==> src/rtl/gate_unit_arbiter.sv <==
// Round-robin arbiter sharing one registered AND/OR/XOR/NAND unit between N_REQ clients.
// Each grant captures the winner's operands, produces one result and holds gnt until the winner releases req.
module gate_unit_arbiter #(
  parameter int N_REQ = 4,
  parameter int WIDTH = 8
) (
  input  logic                     clk,
  input  logic                     rst,
  input  logic [N_REQ-1:0]         req,
  input  logic [2*N_REQ-1:0]       op,
  input  logic [WIDTH*N_REQ-1:0]   a,
  input  logic [WIDTH*N_REQ-1:0]   b,
  output logic [N_REQ-1:0]         gnt,
  output logic [WIDTH-1:0]         y,
  output logic                     y_valid,
  output logic                     busy
);

  localparam int IW = (N_REQ > 1) ? $clog2(N_REQ) : 1;

  typedef enum logic [1:0] {
    IDLE    = 2'd0,
    EXEC    = 2'd1,
    RESP    = 2'd2,
    RELEASE = 2'd3
  } state_t;

  state_t            state_r;
  state_t            state_s;
  logic [IW-1:0]     rr_ptr_r;
  logic [IW-1:0]     win_r;
  logic [1:0]        op_l_r;
  logic [WIDTH-1:0]  a_l_r;
  logic [WIDTH-1:0]  b_l_r;
  logic [IW-1:0]     win_s;
  logic              win_found_s;
  logic [IW:0]       idx_sum_s;
  logic [IW-1:0]     idx_s;

  function automatic logic [WIDTH-1:0] gate_f(input logic [1:0] opc,
                                               input logic [WIDTH-1:0] x,
                                               input logic [WIDTH-1:0] z);
    case (opc)
      2'b00:   gate_f = x & z;
      2'b01:   gate_f = x | z;
      2'b10:   gate_f = x ^ z;
      2'b11:   gate_f = ~(x & z);
      default: gate_f = {WIDTH{1'b0}};
    endcase
  endfunction

  // Winner search: first set req bit at or after rr_ptr, wrapping upward.
  always_comb begin
    win_s       = {IW{1'b0}};
    win_found_s = 1'b0;
    idx_sum_s   = {(IW+1){1'b0}};
    idx_s       = {IW{1'b0}};
    for (int k = 0; k < N_REQ; k++) begin
      idx_sum_s = {1'b0, rr_ptr_r} + (IW+1)'(k);
      if (idx_sum_s >= (IW+1)'(N_REQ)) begin
        idx_sum_s = idx_sum_s - (IW+1)'(N_REQ);
      end else begin
        idx_sum_s = idx_sum_s;
      end
      idx_s = idx_sum_s[IW-1:0];
      if (!win_found_s && req[idx_s]) begin
        win_found_s = 1'b1;
        win_s       = idx_s;
      end else begin
        win_found_s = win_found_s;
      end
    end
  end

  // Next-state logic.
  always_comb begin
    state_s = state_r;
    case (state_r)
      IDLE: begin
        if (win_found_s) state_s = EXEC;
        else             state_s = IDLE;
      end
      EXEC:    state_s = RESP;
      RESP:    state_s = RELEASE;
      RELEASE: begin
        if (!req[win_r]) state_s = IDLE;
        else             state_s = RELEASE;
      end
      default: state_s = IDLE;
    endcase
  end

  // State register, operand capture, result and handshake outputs.
  always_ff @(posedge clk or posedge rst) begin
    if (rst) begin
      state_r  <= IDLE;
      rr_ptr_r <= {IW{1'b0}};
      win_r    <= {IW{1'b0}};
      op_l_r   <= 2'b00;
      a_l_r    <= {WIDTH{1'b0}};
      b_l_r    <= {WIDTH{1'b0}};
      gnt      <= {N_REQ{1'b0}};
      y        <= {WIDTH{1'b0}};
      y_valid  <= 1'b0;
      busy     <= 1'b0;
    end else begin
      state_r <= state_s;
      busy    <= (state_s != IDLE);
      y_valid <= 1'b0;
      case (state_r)
        IDLE: begin
          if (win_found_s) begin
            win_r  <= win_s;
            op_l_r <= op[win_s*2 +: 2];
            a_l_r  <= a[win_s*WIDTH +: WIDTH];
            b_l_r  <= b[win_s*WIDTH +: WIDTH];
          end
        end
        EXEC: begin
          y       <= gate_f(op_l_r, a_l_r, b_l_r);
          y_valid <= 1'b1;
          gnt     <= {{(N_REQ-1){1'b0}}, 1'b1} << win_r;
        end
        RESP: begin
          if (win_r == IW'(N_REQ-1)) rr_ptr_r <= {IW{1'b0}};
          else                       rr_ptr_r <= win_r + {{(IW-1){1'b0}}, 1'b1};
        end
        RELEASE: begin
          if (!req[win_r]) gnt <= {N_REQ{1'b0}};
        end
        default: begin
          gnt <= {N_REQ{1'b0}};
        end
      endcase
    end
  end

endmodule
==> config.mk <==
export PLATFORM = sky130hd
export DESIGN_NAME = gate_unit_arbiter
export DESIGN_NICKNAME = d
export VERILOG_FILES = /design/src/rtl/gate_unit_arbiter.sv
export SDC_FILE = /design/constraint.sdc
export NUM_CORES = 1
export LEC_CHECK = 0
export BUFFER_PORTS_ARGS = -buffer_cell sky130_fd_sc_hd__buf_2
export CORE_UTILIZATION = 46
export DETAILED_ROUTE_END_ITERATION = 10
export PLACE_DENSITY = 0.71
export SLEW_MARGIN = 10
export SYNTH_ARGS = -nofsm -noshare
export SYNTH_HDL_FRONTEND = slang
export SYNTH_SLANG_ARGS = --single-unit
export TNS_END_PERCENT = 30
==> constraint.sdc <==
create_clock -name clk -period 2.5 [get_ports clk]
set_input_delay 0.25 -clock clk [delete_from_list [all_inputs] [get_ports clk]]
set_output_delay 0.25 -clock clk [all_outputs]
set_load 0.01 [all_outputs]
==> impl_metrics.tcl, run 1 <==
set metrics [dict create \
    status "complete, no violations" \
    std_cell_rows 26 \
    slew-limit-headroom 0.564 \
    post-dp-hpwl_um 4230 \
    antennaDiodeCount 0 \
    syn-num-nets 358 \
    grtUsageTotal 0.204 \
    yosys-top-cells-area "dfrtp_1, mux2i_1, ha_1" \
    die_area_um2 5740 \
    reg2reg_from "rr_ptr_r[0]" \
    core-area_um2 5170 \
    grt_busiest_layer "met2" \
    cp-endpoint "a_l_r[6]" \
    peakVddDrop_mv 0.410 \
    synth_top_area_frac 0.380 \
    portBuffers 91 \
    intPower_mw 2.04 \
    antenna_left 0 \
    worst_ep_required_time_ns 2.63 \
    ios 92 \
    grt_start_max_net_pins 39 \
    fin_setup_tns_ns 0 \
    crit_path_start "rr_ptr_r[0]" \
    p_sw_frac 0.414 \
    crit_path_start_kind "register" \
    hold_violations 0 \
    p_comb_frac 0.504 \
    grt_pass1_wl_um 8670 \
    finalSetupViolCount 0 \
    power_leakage_nw 1.68 \
    grt.overflow.total 0 \
    synth_edf_count 0 \
    dr.pass1.iters 4 \
    ys_ff_latch 38 \
    rsz0062_at_grt "no" \
    synth_cell_types 29 \
    crit_fanout 34 \
    synth-compound-area-share 0.171 \
    final_max_slew_viol_count 0 \
    fp.dieH_um 75.7 \
    synth_top_area_cell "dfrtp_1" \
    path_class "register to register" \
    synth_area_um2 2500 \
    nets 445 \
    hold_path.class "input port to asynchronous set/reset pin" \
    numCtsBuffers 5 \
    cts_tree "yes" \
    synth_warnings 0 \
    cp.arrival_ns 2.00 \
    maxCapViolations 0 \
    grt_pass1_vias 1932 \
    met2_usage 0.327 \
    clock-sinks 38 \
    drt_iter0_drc 71 \
    hold_buffers 0 \
    fp.dieW_um 75.7 \
    clkTransAtPathRegs_ns 0.08 \
    tightest_slew_ns 0.654 \
    routed_wl_um 5540 \
    antenna_found_initial 0 \
    synth-adder-area-share 0.100 \
    clock_skew_ns 0.00858 \
    cts_setup_buffers 0 \
    ys_seq_area_frac 0.380 \
    total_power_mw 3.48 \
    cts_root_buffer "clkbuf_8" \
    finalCritPeriodShare 0.746 \
    syn_to_final_growth_pct 24.4 \
    routed_via_density 5.12 \
    ff2ff_path_depth 6 \
    pwr_density_cell_nw_per_um2 1120 \
    synth_top_family_by_area "multiplexers" \
    drive_gt1_frac 0.302 \
    timing.rr.end "a_l_r[6]" \
    clk_latency_ns 0.29 \
    cts_resized 0 \
    synth.area.mux_share 0.174 \
    synth_xor_area_frac 0 \
    yosys.area_share.simple 0.0990 \
    initial_core_util 0.484 \
    wl_per_cell_um 13.2 \
    clk_path_buf_depth 2 \
    pwr-share-clk 0.146 \
    reg2reg_slack_ns 0.63 \
    place_congestion 0.842 \
    min_period_ns 1.87 \
    critPathCaptureType "register" \
    drc 0 \
    synth_cells 260 \
    p_sw_mw 1.44 \
    syn_avg_cell_area_um2 9.62 \
    synth-async-reset-ratio 1.00 \
    cts_max_level 2 \
    grtUsageMet3 0.0357 \
    grt.met1_usage 0.285 \
    power.share.sequential 0.350 \
    vias 2141 \
    synth_flop_cell "dfrtp_1" \
    max_freq_mhz 536 \
]
## synthesized netlist by cell type, types with 3 or more instances
cell      count
ha_1         20
nor2_1       15
nand2_1      33
nand2b_1      3
mux2i_1      39
a211oi_1      8
inv_1        24
a22o_1        4
clkbuf_1      8
o221ai_1     19
nor2b_1       3
buf_6         5
o21ai_0      11
a21oi_1      14
dfrtp_1      38
## cell type report
cell class	count	area [um^2]
Timing Repair Buffer	95	498
Tap cell	70	87.6
Sequential cell	38	951
Fill cell	452	2060
Inverter	24	90.1
Clock buffer	7	76.3
Multi-Input combinational cell	183	1380
Clock inverter	1	30.0
## power groups by stage
stage	registers, mW	logic (mW)	clock network (mW)
6_report	1.22	1.75	0.509
4_1_cts	1.22	1.77	0.520
3_3_place_gp	1.21	1.69	0
2_1_floorplan	1.15	1.35	0
5_1_grt	1.27	2.01	0.546
3_5_place_dp	1.23	1.75	0
## how the worst min path moves through the flow
stage	endpoint	cells after the start	slack (ns)
2_1_floorplan	a_l_r[0]	1	0.44
4_1_cts	op_l_r[1]	3	0.08
3_5_place_dp	y_valid	3	0.39
5_1_grt	state_r[0]	3	0.13
3_3_place_gp	y_valid	3	0.38
6_report	b_l_r[3]	3	0.07
## through the flow
| step | util | hold WS, ns | instances | worst slack (ns) | cell area (um^2) |
|---|---|---|---|---|---|
| after detailed placement | 0.581 | 0.392 | 410 | 0.573 | 3010 |
| after global routing | 0.602 | 0.132 | 418 | 0.486 | 3110 |
| final | 0.602 | 0.0693 | 418 | 0.635 | 3110 |
| after CTS | 0.602 | 0.0831 | 418 | 0.639 | 3110 |
| after floorplan | - | 0.441 | 260 | 0.876 | 2500 |
| after global placement | 0.581 | 0.380 | 410 | 0.627 | 3010 |
## critical path, cell delays in order (launching register included)
cell	delay (ns)
dfrtp_1	0.42
nor2b_1	0.17
a21oi_1	0.10
o221ai_4	0.27
buf_12	0.28
mux2i_1	0.29
o221ai_1	0.16
## cells by family after synthesis
| family | count (synthesis) |
|---|---|
| AO/OA/AOI/OAI | 62 |
| AND/OR/NAND/NOR | 59 |
| multiplexers | 42 |
| buffers and inverters | 39 |
| flip-flops | 38 |
| adder cells (fa/ha/maj) | 20 |
## cells in the final DEF (no fill, tap or decap), types with 3 or more instances in the layout
cell type,instances
buf_2,91
mux2i_1,39
dfrtp_1,38
nand2_1,33
inv_1,24
ha_1,20
o221ai_1,18
nor2_1,15
a21oi_1,14
o21ai_0,11
a211oi_1,8
clkbuf_8,5
a22o_1,4
nor2b_1,3
nand2b_1,3
buf_4,3
## per-layer routing
metal / vias to the layer above / share of wire
met4: 0 / 0.012
met2: 68 / 0.48
met1: 966 / 0.46
met3: 4 / 0.042
li1: 1103 / -
met5: - / 0
## sequential cells by signal (all words and copies together), names as in the netlist
name	cells
y	8
op_l_r	2
b_l_r	8
rr_ptr_r	2
state_r	2
gnt	4
busy	1
y_valid	1
win_r	2
a_l_r	8
(Power assumes the default switching activity.)
==> run 2, diff against run 1 <==
- clock period: 2.5 -> 1.9 ns (I/O delays scaled with it)
==> run 2 against run 1 <==
  * Clock-buffer cell count fell by 1
  * Sequential power rose by 27%
  * Via count rose by 1.1%
  * Clock power rose by 5.1%
  * Hold slack got worse by 0.064 ns
  * Global-route usage rose by 0.12 points
  * First-iteration DRC count fell by 2.8%
  * Routed wire length fell by 0.38%
  * Largest cell class unchanged
==> impl_metrics.tcl, run 2 (same netlist as run 1, synthesis figures left out) <==
set metrics [dict create \
    reg_top3 "a_l_r x8, b_l_r x8, y x8" \
    dr.pass1.iters 4 \
    tightest_slew_ns 0.526 \
    peakVddDrop_mv 0.513 \
    critPathCaptureType "register" \
    routed_wl_um 5510 \
    crit_path_start_kind "register" \
    pwr_density_cell_nw_per_um2 1420 \
    cts_tree "yes" \
    antenna_found_initial 0 \
    antenna_left 0 \
    hold_path.class "input port to asynchronous set/reset pin" \
    grt_start_max_net_pins 39 \
    dp_cells 415 \
    drc 0 \
    rsz0062_at_grt "no" \
    crit_fanout 18 \
    layout_commonest_cell "buf_2" \
    cts_setup_buffers 0 \
    fp.dieW_um 75.7 \
    numCtsBuffers 5 \
    routed_via_density 5.14 \
    ios 92 \
    finalSetupViolCount 0 \
    worst_ep_required_time_ns 2.05 \
    path_class "register to register" \
    reg2reg_slack_ns 0.16 \
    cts_max_level 2 \
    clk_path_buf_depth 2 \
    stdcell_count 421 \
    hold_buffers 0 \
    grt_pass1_vias 1901 \
    initial_core_util 0.484 \
    reg2reg_from "rr_ptr_r[0]" \
    finalCritPeriodShare 0.915 \
    max_freq_mhz 575 \
    grt.overflow.total 0 \
    grt_pass1_wl_um 8690 \
    drt_iter0_drc 69 \
    maxCapViolations 0 \
    clock-sinks 38 \
    fin_setup_tns_ns 0 \
    clk_latency_ns 0.29 \
    cts_root_buffer "clkbuf_8" \
    utilization 0.609 \
    clock_skew_ns 0.00376 \
    cp.arrival_ns 1.89 \
    core-area_um2 5170 \
    min_period_ns 1.74 \
    grtUsageTotal 0.206 \
    slew-limit-headroom 0.650 \
    power_leakage_nw 1.70 \
    antennaDiodeCount 0 \
    post-dp-hpwl_um 4220 \
    final_max_slew_viol_count 0 \
    clkTransAtPathRegs_ns 0.07 \
    status "complete, no violations" \
    place_congestion 0.785 \
    portBuffers 91 \
    syn_to_final_growth_pct 26.0 \
    vias 2165 \
    ff2ff_path_depth 6 \
    std_cell_rows 26 \
    wl_per_cell_um 13.1 \
    nets 450 \
    die_area_um2 5740 \
    timing.rr.end "a_l_r[7]" \
    cts_resized 0 \
    layout_common_cells "buf_2, mux2i_1, dfrtp_1" \
    hold_violations 0 \
    drive_gt1_frac 0.313 \
    fp.dieH_um 75.7 \
]
-- run 2: cell type report --
class / count / area, um^2
Clock buffer: 6 / 82.6
Fill cell: 462 / 2020
Inverter: 24 / 90.1
Multi-Input combinational cell: 183 / 1380
Sequential cell: 38 / 951
Tap cell: 70 / 87.6
Timing Repair Buffer: 100 / 561
-- run 2: power by group --
group / total (mW) / internal (mW) / switching, mW
Combinational: 2.39 / 1.15 / 1.24
Sequential: 1.55 / 1.20 / 0.353
Clock: 0.535 / 0.279 / 0.256
-- run 2: metal layers --
| metal | share of wire | up-vias | wire (um) | global-route usage |
|---|---|---|---|---|
| li1 | - | 1110 | - | - |
| met1 | 0.46 | 974 | 2520 | 0.284 |
| met2 | 0.47 | 72 | 2620 | 0.323 |
| met3 | 0.049 | 9 | 269 | 0.0410 |
| met4 | 0.019 | 0 | 106 | 0.0700 |
| met5 | 0 | - | 0 | 0 |
-- run 2: worst max path at each step --
stage,start,end,slack [ns],cells past startpoint
CTS,rr_ptr_r[0],a_l_r[7],0.14,6
global placement,win_r[1],busy,0.25,4
detailed placement,win_r[1],busy,0.19,4
global route,rr_ptr_r[0],a_l_r[7],0.1,6
finish,rr_ptr_r[0],a_l_r[7],0.16,6
floorplan,win_r[1],busy,0.28,4
-- run 2: critical path: stages (launching register included) --
cell      delay [ns]
dfrtp_1         0.43
nor2b_1         0.17
a21oi_1         0.10
o221ai_4        0.25
buf_12          0.21
mux2i_1         0.26
o221ai_1        0.17
-- run 2: metrics by stage --
stage | setup slack [ns] | hold slack [ns] | power (mW) | area, um^2
floorplan | 0.276 | 0.381 | 3.29 | 2500
global placement | 0.250 | 0.333 | 3.88 | 3070
detailed placement | 0.194 | 0.332 | 3.96 | 3070
CTS | 0.143 | 0.0273 | 4.52 | 3150
global route | 0.0958 | 0.0556 | 4.96 | 3150
finish | 0.162 | 0.00557 | 4.48 | 3150
==> run 3, diff against run 2 <==
- CORE_ASPECT_RATIO: not set -> 1.25
- CORE_MARGIN: not set -> 2
- SKIP_CTS_REPAIR_TIMING: not set -> 1
==> run 3 against run 2 <==
  * The flow now finishes with violations (negative hold slack)
  * Sequential power is essentially flat
  * Die area grew 5.4%
  * Cell area grew 0.36%
  * Maximum frequency grew 1.6%
  * Setup slack gained 0.027 ns
  * Routed wire length grew 2.1%
  * Clock power grew 28%
  * Via count grew 2.4%
  * Critical path type unchanged
  * Largest cell class unchanged
==> impl_metrics.tcl, run 3 (same netlist as run 1, synthesis figures left out) <==
set metrics [dict create \
    clk_latency_ns 0.29 \
    pwr_density_cell_nw_per_um2 1460 \
    crit_path_start_kind "register" \
    status "finished, violations left" \
    vias 2217 \
    ios 92 \
    reg_top3 "a_l_r x8, b_l_r x8, y x8" \
    numCtsBuffers 5 \
    holdWs_ns -0.00274 \
    tightest_slew_ns 0.547 \
    die_area_um2 6050 \
    clock_skew_ns 0.00738 \
    fp.dieH_um 86.4 \
    antenna_found_initial 0 \
    portBuffers 91 \
    layout_commonest_cell "buf_2" \
    hold_violations 3 \
    path_class "register to register" \
    slew-limit-headroom 0.635 \
    clk_path_buf_depth 2 \
    hold_path.class "input port to asynchronous set/reset pin" \
    nets 450 \
    wl_per_cell_um 13.5 \
    syn_to_final_growth_pct 26.4 \
    routed_via_density 5.32 \
    drc 0 \
    power_leakage_nw 1.70 \
    grt_pass1_wl_um 9450 \
    antennaDiodeCount 0 \
    initial_core_util 0.469 \
    fp.dieW_um 70.0 \
    post-dp-hpwl_um 4470 \
    cts_root_buffer "clkbuf_8" \
    rsz0062_at_grt "no" \
    crit_fanout 4 \
    failed_checks "negative hold slack" \
    final_max_slew_viol_count 0 \
    layout_common_cells "buf_2, mux2i_1, dfrtp_1" \
    grt_pass1_vias 2173 \
    cts_tree "yes" \
    drive_gt1_frac 0.317 \
    finalSetupViolCount 0 \
    cp.arrival_ns 1.89 \
    clkTransAtPathRegs_ns 0.08 \
    std_cell_rows 30 \
    max_freq_mhz 584 \
    critPathCaptureType "register" \
    core-area_um2 5330 \
    min_period_ns 1.71 \
    routed_wl_um 5630 \
    antenna_left 0 \
    fin_setup_tns_ns 0 \
    maxCapViolations 0 \
    grtUsageTotal 0.193 \
    cts_max_level 2 \
    grt_start_max_net_pins 39 \
    drt_iter0_drc 70 \
    clock-sinks 38 \
    grt.overflow.total 0 \
    worst_ep_required_time_ns 2.08 \
    peakVddDrop_mv 0.834 \
    dr.pass1.iters 4 \
    finalCritPeriodShare 0.900 \
    place_congestion 0.772 \
]
run 3: power by group:
part | internal, mW | leakage (nW) | switching (mW)
combinational | 1.14 | 1.18 | 1.25
clock | 0.390 | 0.0504 | 0.293
sequential | 1.20 | 0.471 | 0.358
run 3: layout make-up:
cell class	instances	area, um^2
clock buffer	5	68.8
clock inverter	3	45.0
fill	491	2170
inverter	24	90.1
multi-input combinational	183	1380
sequential	38	951
tap	64	80.1
timing repair buffer	100	548
run 3: routing by layer:
| metal | routed length [um] | part of all wire | vias up | track usage |
|---|---|---|---|---|
| met3 | 226 | 0.040 | 9 | 0.0360 |
| li1 | - | - | 1112 | - |
| met4 | 90 | 0.016 | 0 | 0.0699 |
| met1 | 2390 | 0.43 | 1053 | 0.233 |
| met5 | 0 | 0 | - | 0 |
| met2 | 2920 | 0.52 | 43 | 0.345 |
run 3: final timing paths:
check                      cells past startpoint  endpoint      from  slack, ns
max                                            4      busy  win_r[1]       0.19
min                                            3      y[4]       rst     -0.003
max reg2reg                                    4      busy  win_r[1]       0.19
min reg2reg                                    2      y[7]      y[7]       0.48
max in group asynchronous                      3  b_l_r[4]       rst       1.56
min in group clk                               3  a_l_r[3]     a[11]       0.22
run 3: through the flow:
stage                      util  cells  total power, mW  cell area, um^2  setup WS, ns
after floorplan               -    260             3.29             2500         0.276
after global placement    0.572    409             3.88             3050         0.250
after detailed placement  0.572    409             3.99             3050         0.197
after CTS                 0.593    417             4.69             3160         0.179
after global routing      0.593    417             5.10             3160        0.0399
final                     0.593    417             4.62             3160         0.189
run 3: critical path: stages (launching register included):
cell and delay [ns]:
dfrtp_1 0.42, mux4_2 0.52, nand2b_1 0.17, mux2_2 0.28
or2_1 0.21
